## src/rtl/pipeline_hazard_ctrl_pkg.sv

```systemverilog
// Shared types and defaults for the pipeline stall/flush sequencer.
package pipe_ctrl_pkg;

    localparam int unsigned MD_LATENCY_DEF  = 4;
    localparam int unsigned MEM_TIMEOUT_DEF = 64;
    localparam int unsigned MD_CNT_W        = 8;
    localparam int unsigned WAIT_CNT_W      = 16;
    localparam int unsigned STALL_CNT_W     = 32;
    localparam int unsigned REG_ADDR_W      = 5;

    typedef enum logic {
        MD_IDLE = 1'b0,
        MD_BUSY = 1'b1
    } md_state_e;

    // Register enables and bubble inserts for every pipeline boundary
    typedef struct packed {
        logic pc_write;
        logic if_id_write;
        logic id_ex_write;
        logic ex_mem_write;
        logic if_id_flush;
        logic id_ex_flush;
        logic ex_mem_flush;
        logic mem_wb_flush;
    } pipe_ctrl_t;

    localparam pipe_ctrl_t CTRL_DEFAULT = '{
        pc_write:     1'b1,
        if_id_write:  1'b1,
        id_ex_write:  1'b1,
        ex_mem_write: 1'b1,
        if_id_flush:  1'b0,
        id_ex_flush:  1'b0,
        ex_mem_flush: 1'b0,
        mem_wb_flush: 1'b0
    };

endpackage

```

## src/rtl/pipeline_hazard_ctrl_if.sv

```systemverilog
// Hazard status from the pipeline stages and the enables/flushes sent back.
interface pipeline_hazard_ctrl_if;
    import pipe_ctrl_pkg::*;

    logic [REG_ADDR_W-1:0]  rs1Addr_id;
    logic [REG_ADDR_W-1:0]  rs2Addr_id;
    logic                   use_rs1_id;
    logic                   use_rs2_id;
    logic                   MemRead_ex;
    logic [REG_ADDR_W-1:0]  rdAddr_ex;
    logic                   branch_taken_ex;
    logic                   md_op_ex;
    logic                   dmem_req_mem;
    logic                   dmem_ready;
    logic                   pc_write;
    logic                   if_id_write;
    logic                   id_ex_write;
    logic                   ex_mem_write;
    logic                   if_id_flush;
    logic                   id_ex_flush;
    logic                   ex_mem_flush;
    logic                   mem_wb_flush;
    logic                   md_busy;
    logic                   bus_err;
    logic [STALL_CNT_W-1:0] stall_cnt;

    // Pipeline side
    modport master (
        output rs1Addr_id, rs2Addr_id, use_rs1_id, use_rs2_id, MemRead_ex, rdAddr_ex,
               branch_taken_ex, md_op_ex, dmem_req_mem, dmem_ready,
        input  pc_write, if_id_write, id_ex_write, ex_mem_write, if_id_flush,
               id_ex_flush, ex_mem_flush, mem_wb_flush, md_busy, bus_err, stall_cnt
    );

    // Hazard controller side
    modport slave (
        input  rs1Addr_id, rs2Addr_id, use_rs1_id, use_rs2_id, MemRead_ex, rdAddr_ex,
               branch_taken_ex, md_op_ex, dmem_req_mem, dmem_ready,
        output pc_write, if_id_write, id_ex_write, ex_mem_write, if_id_flush,
               id_ex_flush, ex_mem_flush, mem_wb_flush, md_busy, bus_err, stall_cnt
    );

endinterface

```

## src/rtl/load_use_detect.sv

```systemverilog
// Flags an ID instruction that reads the destination of a load still in EX.
module load_use_detect
    import pipe_ctrl_pkg::*;
(
    input  logic                  mem_read_ex_i,
    input  logic [REG_ADDR_W-1:0] rd_addr_ex_i,
    input  logic [REG_ADDR_W-1:0] rs1_addr_id_i,
    input  logic [REG_ADDR_W-1:0] rs2_addr_id_i,
    input  logic                  use_rs1_id_i,
    input  logic                  use_rs2_id_i,
    output logic                  load_use_c
);

    logic rs1_hit_c;
    logic rs2_hit_c;

    assign rs1_hit_c  = use_rs1_id_i && (rd_addr_ex_i == rs1_addr_id_i);
    assign rs2_hit_c  = use_rs2_id_i && (rd_addr_ex_i == rs2_addr_id_i);
    assign load_use_c = mem_read_ex_i && (rd_addr_ex_i != '0) && (rs1_hit_c || rs2_hit_c);

endmodule

```

## src/rtl/pipeline_hazard_ctrl.sv

```systemverilog
// Stall/flush sequencer: load-use, taken branch, multi-cycle mul/div and dmem wait states.
// Enables/flushes are combinational; md_busy, bus_err and stall_cnt come from registers.
module pipeline_hazard_ctrl
    import pipe_ctrl_pkg::*;
#(
    parameter int unsigned MD_LATENCY  = MD_LATENCY_DEF,
    parameter int unsigned MEM_TIMEOUT = MEM_TIMEOUT_DEF
) (
    input  logic                   clk,
    input  logic                   rstn,
    pipeline_hazard_ctrl_if.slave  hz
);

    localparam logic [MD_CNT_W-1:0]   MD_INIT   = MD_CNT_W'(MD_LATENCY - 2);
    localparam logic [WAIT_CNT_W-1:0] WAIT_LAST = WAIT_CNT_W'(MEM_TIMEOUT - 1);

    md_state_e               state_q,     state_d;
    logic [MD_CNT_W-1:0]     md_cnt_q,    md_cnt_d;
    logic [WAIT_CNT_W-1:0]   wait_cnt_q,  wait_cnt_d;
    logic                    bus_err_q,   bus_err_d;
    logic [STALL_CNT_W-1:0]  stall_cnt_q, stall_cnt_d;

    logic       mem_wait_c;
    logic       load_use_c;
    logic       md_freeze_c;
    pipe_ctrl_t ctrl_c;

    assign mem_wait_c = hz.dmem_req_mem && !hz.dmem_ready;

    load_use_detect u_load_use_detect (
        .mem_read_ex_i (hz.MemRead_ex),
        .rd_addr_ex_i  (hz.rdAddr_ex),
        .rs1_addr_id_i (hz.rs1Addr_id),
        .rs2_addr_id_i (hz.rs2Addr_id),
        .use_rs1_id_i  (hz.use_rs1_id),
        .use_rs2_id_i  (hz.use_rs2_id),
        .load_use_c    (load_use_c)
    );

    // Mul/div occupancy: a dmem wait stalls the countdown and delays the release
    always_comb begin
        state_d     = state_q;
        md_cnt_d    = md_cnt_q;
        md_freeze_c = 1'b0;
        case (state_q)
            MD_IDLE: begin
                if (hz.md_op_ex && !mem_wait_c) begin
                    md_freeze_c = 1'b1;
                    state_d     = MD_BUSY;
                    md_cnt_d    = MD_INIT;
                end
            end
            MD_BUSY: begin
                if (md_cnt_q != '0) begin
                    md_freeze_c = 1'b1;
                    if (!mem_wait_c) begin
                        md_cnt_d = md_cnt_q - MD_CNT_W'(1);
                    end
                end else if (!mem_wait_c) begin
                    state_d = MD_IDLE;
                end
            end
            default: state_d = MD_IDLE;
        endcase
    end

    // One priority level per cycle: wait, freeze, branch squash, load-use bubble
    always_comb begin
        ctrl_c = CTRL_DEFAULT;
        if (mem_wait_c) begin
            ctrl_c.pc_write     = 1'b0;
            ctrl_c.if_id_write  = 1'b0;
            ctrl_c.id_ex_write  = 1'b0;
            ctrl_c.ex_mem_write = 1'b0;
            ctrl_c.mem_wb_flush = 1'b1;
        end else if (md_freeze_c) begin
            ctrl_c.pc_write     = 1'b0;
            ctrl_c.if_id_write  = 1'b0;
            ctrl_c.id_ex_write  = 1'b0;
            ctrl_c.ex_mem_flush = 1'b1;
        end else if (hz.branch_taken_ex) begin
            ctrl_c.if_id_flush  = 1'b1;
            ctrl_c.id_ex_flush  = 1'b1;
        end else if (load_use_c) begin
            ctrl_c.pc_write     = 1'b0;
            ctrl_c.if_id_write  = 1'b0;
            ctrl_c.id_ex_flush  = 1'b1;
        end
    end

    // Timeout watchdog and saturating stall statistics
    always_comb begin
        wait_cnt_d  = '0;
        bus_err_d   = bus_err_q;
        stall_cnt_d = stall_cnt_q;
        if (mem_wait_c) begin
            wait_cnt_d = (wait_cnt_q == '1) ? wait_cnt_q : wait_cnt_q + WAIT_CNT_W'(1);
            if (wait_cnt_q == WAIT_LAST) begin
                bus_err_d = 1'b1;
            end
        end
        if (!ctrl_c.pc_write && (stall_cnt_q != '1)) begin
            stall_cnt_d = stall_cnt_q + STALL_CNT_W'(1);
        end
    end

    always_ff @(posedge clk or negedge rstn) begin
        if (!rstn) begin
            state_q     <= MD_IDLE;
            md_cnt_q    <= '0;
            wait_cnt_q  <= '0;
            bus_err_q   <= 1'b0;
            stall_cnt_q <= '0;
        end else begin
            state_q     <= state_d;
            md_cnt_q    <= md_cnt_d;
            wait_cnt_q  <= wait_cnt_d;
            bus_err_q   <= bus_err_d;
            stall_cnt_q <= stall_cnt_d;
        end
    end

    assign hz.pc_write     = ctrl_c.pc_write;
    assign hz.if_id_write  = ctrl_c.if_id_write;
    assign hz.id_ex_write  = ctrl_c.id_ex_write;
    assign hz.ex_mem_write = ctrl_c.ex_mem_write;
    assign hz.if_id_flush  = ctrl_c.if_id_flush;
    assign hz.id_ex_flush  = ctrl_c.id_ex_flush;
    assign hz.ex_mem_flush = ctrl_c.ex_mem_flush;
    assign hz.mem_wb_flush = ctrl_c.mem_wb_flush;
    assign hz.md_busy      = (state_q == MD_BUSY);
    assign hz.bus_err      = bus_err_q;
    assign hz.stall_cnt    = stall_cnt_q;

endmodule

```

## src/flat_wrapper.sv

```systemverilog
// flat-port wrapper written by rule: the top's interface ports become plain ports
module pipeline_hazard_ctrl_flat import pipe_ctrl_pkg::*;
#(
    parameter int unsigned MD_LATENCY  = MD_LATENCY_DEF,
    parameter int unsigned MEM_TIMEOUT = MEM_TIMEOUT_DEF
)
  (clk, rstn, hz_rs1Addr_id, hz_rs2Addr_id, hz_use_rs1_id, hz_use_rs2_id, hz_MemRead_ex, hz_rdAddr_ex, hz_branch_taken_ex, hz_md_op_ex, hz_dmem_req_mem, hz_dmem_ready, hz_pc_write, hz_if_id_write, hz_id_ex_write, hz_ex_mem_write, hz_if_id_flush, hz_id_ex_flush, hz_ex_mem_flush, hz_mem_wb_flush, hz_md_busy, hz_bus_err, hz_stall_cnt);
  pipeline_hazard_ctrl_if hz_i ();
  input  logic clk;
  input  logic rstn;
  input wire logic [$bits(hz_i.rs1Addr_id)-1:0] hz_rs1Addr_id;
  input wire logic [$bits(hz_i.rs2Addr_id)-1:0] hz_rs2Addr_id;
  input wire logic [$bits(hz_i.use_rs1_id)-1:0] hz_use_rs1_id;
  input wire logic [$bits(hz_i.use_rs2_id)-1:0] hz_use_rs2_id;
  input wire logic [$bits(hz_i.MemRead_ex)-1:0] hz_MemRead_ex;
  input wire logic [$bits(hz_i.rdAddr_ex)-1:0] hz_rdAddr_ex;
  input wire logic [$bits(hz_i.branch_taken_ex)-1:0] hz_branch_taken_ex;
  input wire logic [$bits(hz_i.md_op_ex)-1:0] hz_md_op_ex;
  input wire logic [$bits(hz_i.dmem_req_mem)-1:0] hz_dmem_req_mem;
  input wire logic [$bits(hz_i.dmem_ready)-1:0] hz_dmem_ready;
  output wire logic [$bits(hz_i.pc_write)-1:0] hz_pc_write;
  output wire logic [$bits(hz_i.if_id_write)-1:0] hz_if_id_write;
  output wire logic [$bits(hz_i.id_ex_write)-1:0] hz_id_ex_write;
  output wire logic [$bits(hz_i.ex_mem_write)-1:0] hz_ex_mem_write;
  output wire logic [$bits(hz_i.if_id_flush)-1:0] hz_if_id_flush;
  output wire logic [$bits(hz_i.id_ex_flush)-1:0] hz_id_ex_flush;
  output wire logic [$bits(hz_i.ex_mem_flush)-1:0] hz_ex_mem_flush;
  output wire logic [$bits(hz_i.mem_wb_flush)-1:0] hz_mem_wb_flush;
  output wire logic [$bits(hz_i.md_busy)-1:0] hz_md_busy;
  output wire logic [$bits(hz_i.bus_err)-1:0] hz_bus_err;
  output wire logic [$bits(hz_i.stall_cnt)-1:0] hz_stall_cnt;
  assign hz_i.rs1Addr_id = hz_rs1Addr_id;
  assign hz_i.rs2Addr_id = hz_rs2Addr_id;
  assign hz_i.use_rs1_id = hz_use_rs1_id;
  assign hz_i.use_rs2_id = hz_use_rs2_id;
  assign hz_i.MemRead_ex = hz_MemRead_ex;
  assign hz_i.rdAddr_ex = hz_rdAddr_ex;
  assign hz_i.branch_taken_ex = hz_branch_taken_ex;
  assign hz_i.md_op_ex = hz_md_op_ex;
  assign hz_i.dmem_req_mem = hz_dmem_req_mem;
  assign hz_i.dmem_ready = hz_dmem_ready;
  assign hz_pc_write = hz_i.pc_write;
  assign hz_if_id_write = hz_i.if_id_write;
  assign hz_id_ex_write = hz_i.id_ex_write;
  assign hz_ex_mem_write = hz_i.ex_mem_write;
  assign hz_if_id_flush = hz_i.if_id_flush;
  assign hz_id_ex_flush = hz_i.id_ex_flush;
  assign hz_ex_mem_flush = hz_i.ex_mem_flush;
  assign hz_mem_wb_flush = hz_i.mem_wb_flush;
  assign hz_md_busy = hz_i.md_busy;
  assign hz_bus_err = hz_i.bus_err;
  assign hz_stall_cnt = hz_i.stall_cnt;
  pipeline_hazard_ctrl #(.MD_LATENCY(MD_LATENCY), .MEM_TIMEOUT(MEM_TIMEOUT)) u_core (.clk(clk), .rstn(rstn), .hz(hz_i));
endmodule
```

## config.mk

```make
export PLATFORM = sky130hd
export DESIGN_NAME = pipeline_hazard_ctrl_flat
export DESIGN_NICKNAME = d
export VERILOG_FILES = /design/src/rtl/pipeline_hazard_ctrl_pkg.sv /design/src/rtl/pipeline_hazard_ctrl_if.sv /design/src/rtl/load_use_detect.sv /design/src/rtl/pipeline_hazard_ctrl.sv /design/src/flat_wrapper.sv
export SDC_FILE = /design/constraint.sdc
export NUM_CORES = 1
export LEC_CHECK = 0
export CAP_MARGIN = 20
export CORE_ASPECT_RATIO = 1.1
export CORE_MARGIN = 2
export CORE_UTILIZATION = 55
export DETAILED_ROUTE_END_ITERATION = 7
export PLACE_DENSITY = 0.89
export SYNTH_ARGS = -nofsm -noshare
export SYNTH_HDL_FRONTEND = slang
export SYNTH_SLANG_ARGS = --single-unit
```

## constraint.sdc

```tcl
create_clock -name clk -period 4 [get_ports clk]
set_clock_uncertainty 0.1 [all_clocks]
set_input_delay 0.6 -clock clk [delete_from_list [all_inputs] [get_ports clk]]
set_output_delay 0.6 -clock clk [all_outputs]
set_load 0.005 [all_outputs]
```

# --- Word-level counts from Yosys, hierarchy flattened ---
# Cells that the tools add are included.
word_totals:
  word_cells: 57
  in_bits: 24
  rom_bits: 0
  ram_bits: 0
  register_bits: 58
  out_inout_bits: 42
  latchBits: 0
  n_memories: 0
classes:
  div: 0
  n_mux: 24
  reduce_logical: 15
  shift: 0
  add_sub_neg: 3
  bitwise_logic: 1
  order_cmp: 0
  n_mul: 0
  n_eq_ne: 9
ops:
  columns: ["cell", "count"]
  rows:
  - ["$add 32x1->32 const B", 1]
  - ["$mux 16", 2]
  - ["$ne 32x32->1 const B", 1]
  - ["$mux 8", 3]
  - ["$add 16x1->16 const B", 1]
  - ["$eq 16x16->1 const B", 1]
  - ["$eq 16x6->1 const B", 1]
  - ["$pmux 8 s2", 1]
  - ["$eq 5x5->1", 2]
  - ["$mux 1", 10]
  - ["$mux 2", 4]
  - ["$reduce_bool 8->1", 1]
  - ["$sub 8x1->8 const B", 1]
  - ["$logic_and 1x1->1", 7]
  - ["$mux 3", 2]
  - ["$ne 2x2->1 const B", 3]
  - ["$reduce_bool 5->1", 1]
  - ["$pmux 1 s2", 2]
  - ["$logic_not 1->1", 3]
  - ["$reduce_and 3->1", 1]
  - ["$ne 2x1->1 const B", 1]
  - ["$reduce_and 2->1", 1]
  - ["$logic_or 1x1->1", 1]
  - ["$not 1->1", 1]

# --- Depth between registers and ports, before layout ---
logic_depth:
  word_depth: 10
  depth_mapped: 9

# --- Hierarchy ---
# A second synthesis with hierarchy kept.
unflattened:
  hier_cells: 294
  hier_area_um2: 3019.1
modules_own_cells:
  columns: ["module", "cells_each", "instances", "seq_area_each_um2", "area_per_inst_um2"]
  rows:
  - ["pipeline_hazard_ctrl", 277, 1, 1451.4, 2885.3]
  - ["load_use_detect", 17, 1, 0.0, 133.9]

# --- Worst setup path before layout ---
# Ideal clock, no wire load.
synth_timing:
  path_type: "input-to-output"
  startpoint: "input port hz_rdAddr_ex[3]"
  endpoint: "output port hz_pc_write"
  arrival_ns: 1.760
  t_required_ns: 3.300
  path_stages: 7
  setup_slack_ns: 1.540
  path_cell_list: "xor2_1 -> nor4_1 -> a32oi_1 -> o31ai_2 -> inv_2 -> buf_4 -> buf_4"
synth_between:
  elab_chain_len: 8
synth_lines:
  columns: ["element", "line", "rtl"]
  rows:
  - ["start, declared", "flat_wrapper.sv:16", "input wire logic [$bits(hz_i.rdAddr_ex)-1:0] hz_rdAddr_ex;"]
  - ["$eq 5x5->1 (on tied branches)", "load_use_detect.sv:17, load_use_detect.sv:18", null]
  - ["$logic_and 1x1->1 (on tied branches)", "load_use_detect.sv:17, load_use_detect.sv:18", null]
  - ["$logic_or 1x1->1", "load_use_detect.sv:19", "assign load_use_c = mem_read_ex_i && (rd_addr_ex_i != '0) && (rs1_hit_c || rs2_hit_c);"]
  - ["$logic_and 1x1->1 (*)", "load_use_detect.sv:19", null]
  - ["$mux 2 (*)", "pipeline_hazard_ctrl.sv:84", "end else if (load_use_c) begin"]
  - ["$mux 2 (*)", "pipeline_hazard_ctrl.sv:81", "end else if (hz.branch_taken_ex) begin"]
  - ["$mux 2 (*)", "pipeline_hazard_ctrl.sv:76", "end else if (md_freeze_c) begin"]
  - ["$mux 3 (*)", "pipeline_hazard_ctrl.sv:70", "if (mem_wait_c) begin"]
  - ["end, declared", "flat_wrapper.sv:21", "output wire logic [$bits(hz_i.pc_write)-1:0] hz_pc_write;"]
# Mark *: on every way between the ends. The rest lies on a longest branch, timed or not.

# --- Final worst setup path ---
layout_timing:
  startpoint: "input port hz_rdAddr_ex[1]"
  endpoint: "output port hz_if_id_write"
layout_between:
  elab_chain_len: 8
layout_lines:
  columns: ["element", "line", "rtl"]
  rows:
  - ["$eq 5x5->1 (on tied branches)", "load_use_detect.sv:17, load_use_detect.sv:18", null]
  - ["$logic_and 1x1->1 (on tied branches)", "load_use_detect.sv:17, load_use_detect.sv:18", null]
  - ["$logic_or 1x1->1", "load_use_detect.sv:19", null]
  - ["$logic_and 1x1->1 (*)", "load_use_detect.sv:19", null]
  - ["$mux 2 (*)", "pipeline_hazard_ctrl.sv:84", null]
  - ["$mux 2 (*)", "pipeline_hazard_ctrl.sv:81", null]
  - ["$mux 2 (*)", "pipeline_hazard_ctrl.sv:76", null]
  - ["$mux 3 (*)", "pipeline_hazard_ctrl.sv:70", null]
  - ["end, declared", "flat_wrapper.sv:22", "output wire logic [$bits(hz_i.if_id_write)-1:0] hz_if_id_write;"]
# Marked as above.

==> metrics.cfg <==
[status]
run_status = completed

[flow_run]
max-cap-violations = 0

[sta]
final-max-slew-violation-count = 0
finalSetupViolCount = 0
final_hold_viol_count = 0
final.min_clock_period_ps = 3420
max_slew_margin_pct = 32.2
worstMarginPinSlew_ps = 991
tns_ps = 0
rsz0062_at_grt = no
timing.fmax_ghz = 0.292
finalCritPeriodShare_pct = 85.6

[global_route]
grt_max_degree = 42
grt_first_pass_wirelength_um = 11100
vias_in_the_first_global_route = 2454
grt_overflow = 0
number_of_antenna_violations_at_the_first_check_in_global_routing = 0
gr-usage-all-layers_pct = 23.6

[place]
placement.io_buffers = 65
detailedPlacementHpwl_um = 4720
placedInstanceArea_um2 = 3820
gp_congestion = 0.881
post-place-cells = 442

[die]
initial_core_util_pct = 57.1
die_area_um2 = 6260
core-area_um2 = 5430
chipWidth_um = 75.6
floorplan.die.height_um = 82.8
num_io_pins = 66
fp-row-count = 28

[clock_tree]
ctsHoldBuffers = 0
cts-root-to-sink-buffers = 2
clock_insertion_delay_at_the_later_pin_of_the_skew_report_ps = 330
cts.clk_slew.worst_paths_ps = 60
cts.repair_timing.setup_buffer_count = 0
cts.htree.levels = 3
cts.root.buffer_cell = sky130_fd_sc_hd__clkbuf_8
ctsResizeCount = 0
cts_tree = yes
clock_sink_count = 58
cts_inserted_buffers = 9

[worst_setup_path]
reg_to_reg_end = u_core.hz.stall_cnt[1]$_DFFE_PN0P_
critical_path_peak_fanout = 16
r2r-start = u_core.hz.stall_cnt[0]$_DFFE_PN0P_
timing.critical_path.from_type = input pin
setup.reg_to_reg.worst_slack_ps = 1090
worst_setup_path_endpoint = hz_if_id_write
worstSetupStartpoint = hz_rdAddr_ex[1]
worst-r2r-cell-count = 7
end_kind = output pin
worst_ep_arrival_time_ps = 2720
cp.required_ps = 3300
criticalPathCategory = input pin to output pin

[logic_synthesis]
synth_top_cell_by_area = sky130_fd_sc_hd__dfrtp_1
sequential_area_share_after_synthesis_pct = 46.8
ys_seq_elements = 58
syn_inst = 307
synth-edff-count = 0
netlist_area_um2 = 3100
number_of_warnings_reported_in_the_yosys_synthesis_log = 0
synth.net_count = 335
synthDistinctLibCells = 48
synthDominantCellAreaShare_pct = 46.8
yosys_most_used_dff = sky130_fd_sc_hd__dfrtp_1
postSynthAreaPerCell_um2 = 10.1
synthMostInstantiatedCell = sky130_fd_sc_hd__dfrtp_1
synth_commonest_cells = 58 x sky130_fd_sc_hd__dfrtp_1, 34 x sky130_fd_sc_hd__nor2_1, 27 x sky130_fd_sc_hd__nand3_1, 27 x sky130_fd_sc_hd__xnor2_1, 27 x sky130_fd_sc_hd__xor2_1
synth-async-reset-ratio_pct = 100
synth_top_cells_by_area = sky130_fd_sc_hd__dfrtp_1 47%, sky130_fd_sc_hd__xnor2_1 7.6%, sky130_fd_sc_hd__xor2_1 7.6%

[finish]
final_net_count = 406
nFillCells = 367
areaGrowthSynthToFinish_pct = 29.1
layout-drive-gt1-share_pct = 7.83
fin_area_um2 = 4000
final_cells = 458
postLayoutCoreUtil_pct = 73.7
diodes = 0

[detailed_routing]
vias = 2542
drt-wirelength-per-cell_um = 14.4
ant_nets = 0
drcViolationCount = 0
post_drt_via_cell_ratio = 5.55
totalWireLength_um = 6590
first_pass_drt_iterations = 4
first_iter_violations = 143

[power_and_ir_drop]
ir_drop_uv = 274
leakagePower_nw = 1.66
pwr_density_cell_nw_per_um2 = 448

[min_path]
hold_path_class = input pin to async pin

state kept, by name, indices dropped and copies added, names as in the netlist:
signal,flops
u_core.hz.stall_cnt,32
u_core.wait_cnt_q,16
u_core.md_cnt_q,8
u_core.hz.bus_err,1
u_core.hz.md_busy,1
through the flow:
step / hold slack, ps / setup WS [ps] / total power [mW]
4_1_cts: 330 / 573 / 1.81
5_1_grt: 376 / 471 / 1.90
3_5_place_dp: 357 / 571 / 1.31
6_report: 296 / 576 / 1.79
2_1_floorplan: 204 / 1540 / 1.07
3_3_place_gp: 362 / 607 / 1.29
worst max-delay path, cell delays in order:
cell                              delay, ps
sky130_fd_sc_hd__clkdlybuf4s50_1        470
sky130_fd_sc_hd__or4_1                  530
sky130_fd_sc_hd__o21ai_1                190
sky130_fd_sc_hd__o31ai_2                100
sky130_fd_sc_hd__inv_2                  250
sky130_fd_sc_hd__clkdlybuf4s50_1        570
area by class of cell:
| type | count | area [µm²] | area share [%] |
|---|---|---|---|
| inverters | 6 | 22.5 | 0.563 |
| repair buffers | 68 | 668 | 16.7 |
| clock buffers | 14 | 173 | 4.31 |
| well taps | 75 | 93.8 | 2.34 |
| multi-input cells | 235 | 1590 | 39.6 |
| clock inverters | 2 | 10.0 | 0.250 |
| flip-flops and latches | 58 | 1450 | 36.2 |
cell usage in the layout, fill, tap and decap left out, types with 2 or more instances in the layout:
| cell type | count |
|---|---|
| sky130_fd_sc_hd__clkdlybuf4s50_1 | 64 |
| sky130_fd_sc_hd__dfrtp_1 | 58 |
| sky130_fd_sc_hd__nor2_1 | 34 |
| sky130_fd_sc_hd__xor2_1 | 27 |
| sky130_fd_sc_hd__xnor2_1 | 27 |
| sky130_fd_sc_hd__nand3_1 | 27 |
| sky130_fd_sc_hd__nand2_1 | 20 |
| sky130_fd_sc_hd__nand4_1 | 16 |
| sky130_fd_sc_hd__and3_1 | 13 |
| sky130_fd_sc_hd__clkbuf_8 | 12 |
| sky130_fd_sc_hd__nor3_1 | 10 |
| sky130_fd_sc_hd__nor4_1 | 5 |
| sky130_fd_sc_hd__inv_1 | 4 |
| sky130_fd_sc_hd__mux2_1 | 4 |
| sky130_fd_sc_hd__a21oi_1 | 4 |
| sky130_fd_sc_hd__ha_1 | 4 |
| sky130_fd_sc_hd__nor4_2 | 3 |
| sky130_fd_sc_hd__or4_1 | 3 |
| sky130_fd_sc_hd__and4_1 | 3 |
| sky130_fd_sc_hd__or3_1 | 3 |
| sky130_fd_sc_hd__a31oi_1 | 3 |
| sky130_fd_sc_hd__buf_4 | 3 |
| sky130_fd_sc_hd__nand2b_1 | 2 |
| sky130_fd_sc_hd__a41oi_1 | 2 |
| sky130_fd_sc_hd__a41o_1 | 2 |
| sky130_fd_sc_hd__nand4b_1 | 2 |
| sky130_fd_sc_hd__o21ai_0 | 2 |
| sky130_fd_sc_hd__clkinv_2 | 2 |
| sky130_fd_sc_hd__clkbuf_1 | 2 |
power breakdown:
| part | switching (mW) | internal, mW |
|---|---|---|
| clock network | 0.219 | 0.274 |
| logic | 0.241 | 0.275 |
| registers | 0.107 | 0.676 |
| total | 0.567 | 1.23 |
per-layer routing:
metal / vias up / GRT usage, % / part of all wire (%) / routed length [µm]
met5: - / 0 / 0 / 0
met4: 0 / 11.2 / 1.7 / 114
li1: 1246 / - / - / -
met3: 11 / 5.22 / 5.1 / 335
met2: 77 / 35.8 / 48 / 3160
met1: 1208 / 31.8 / 45 / 2970
worst min path at each step:
stage / from / endpoint / slack, ps / depth (start not counted)
floorplan: rstn / u_core.hz.bus_err$_DFFE_PN0P_ / 200 / 0
detailed placement: u_core.hz.bus_err$_DFFE_PN0P_ / u_core.hz.bus_err$_DFFE_PN0P_ / 360 / 1
global placement: u_core.hz.bus_err$_DFFE_PN0P_ / u_core.hz.bus_err$_DFFE_PN0P_ / 360 / 1
global route: rstn / u_core.wait_cnt_q[0]$_DFFE_PN0P_ / 380 / 1
finish: rstn / u_core.wait_cnt_q[10]$_DFFE_PN0P_ / 300 / 1
CTS: rstn / u_core.hz.stall_cnt[2]$_DFFE_PN0P_ / 330 / 1
cell families (layout without fill, tap and decap cells):
logic type      after synthesis  count (layout)  share of synthesized area [%]
buf+inv                      14              90                           2.10
fa+ha+maj                     4               4                           1.61
simple gates                150             150                           26.7
compound gates               22              22                           5.81
xor+xnor                     54              54                           15.2
flops                        58              58                           46.8
mux                           5               5                           1.77
Power figures use the tool's default switching activity.
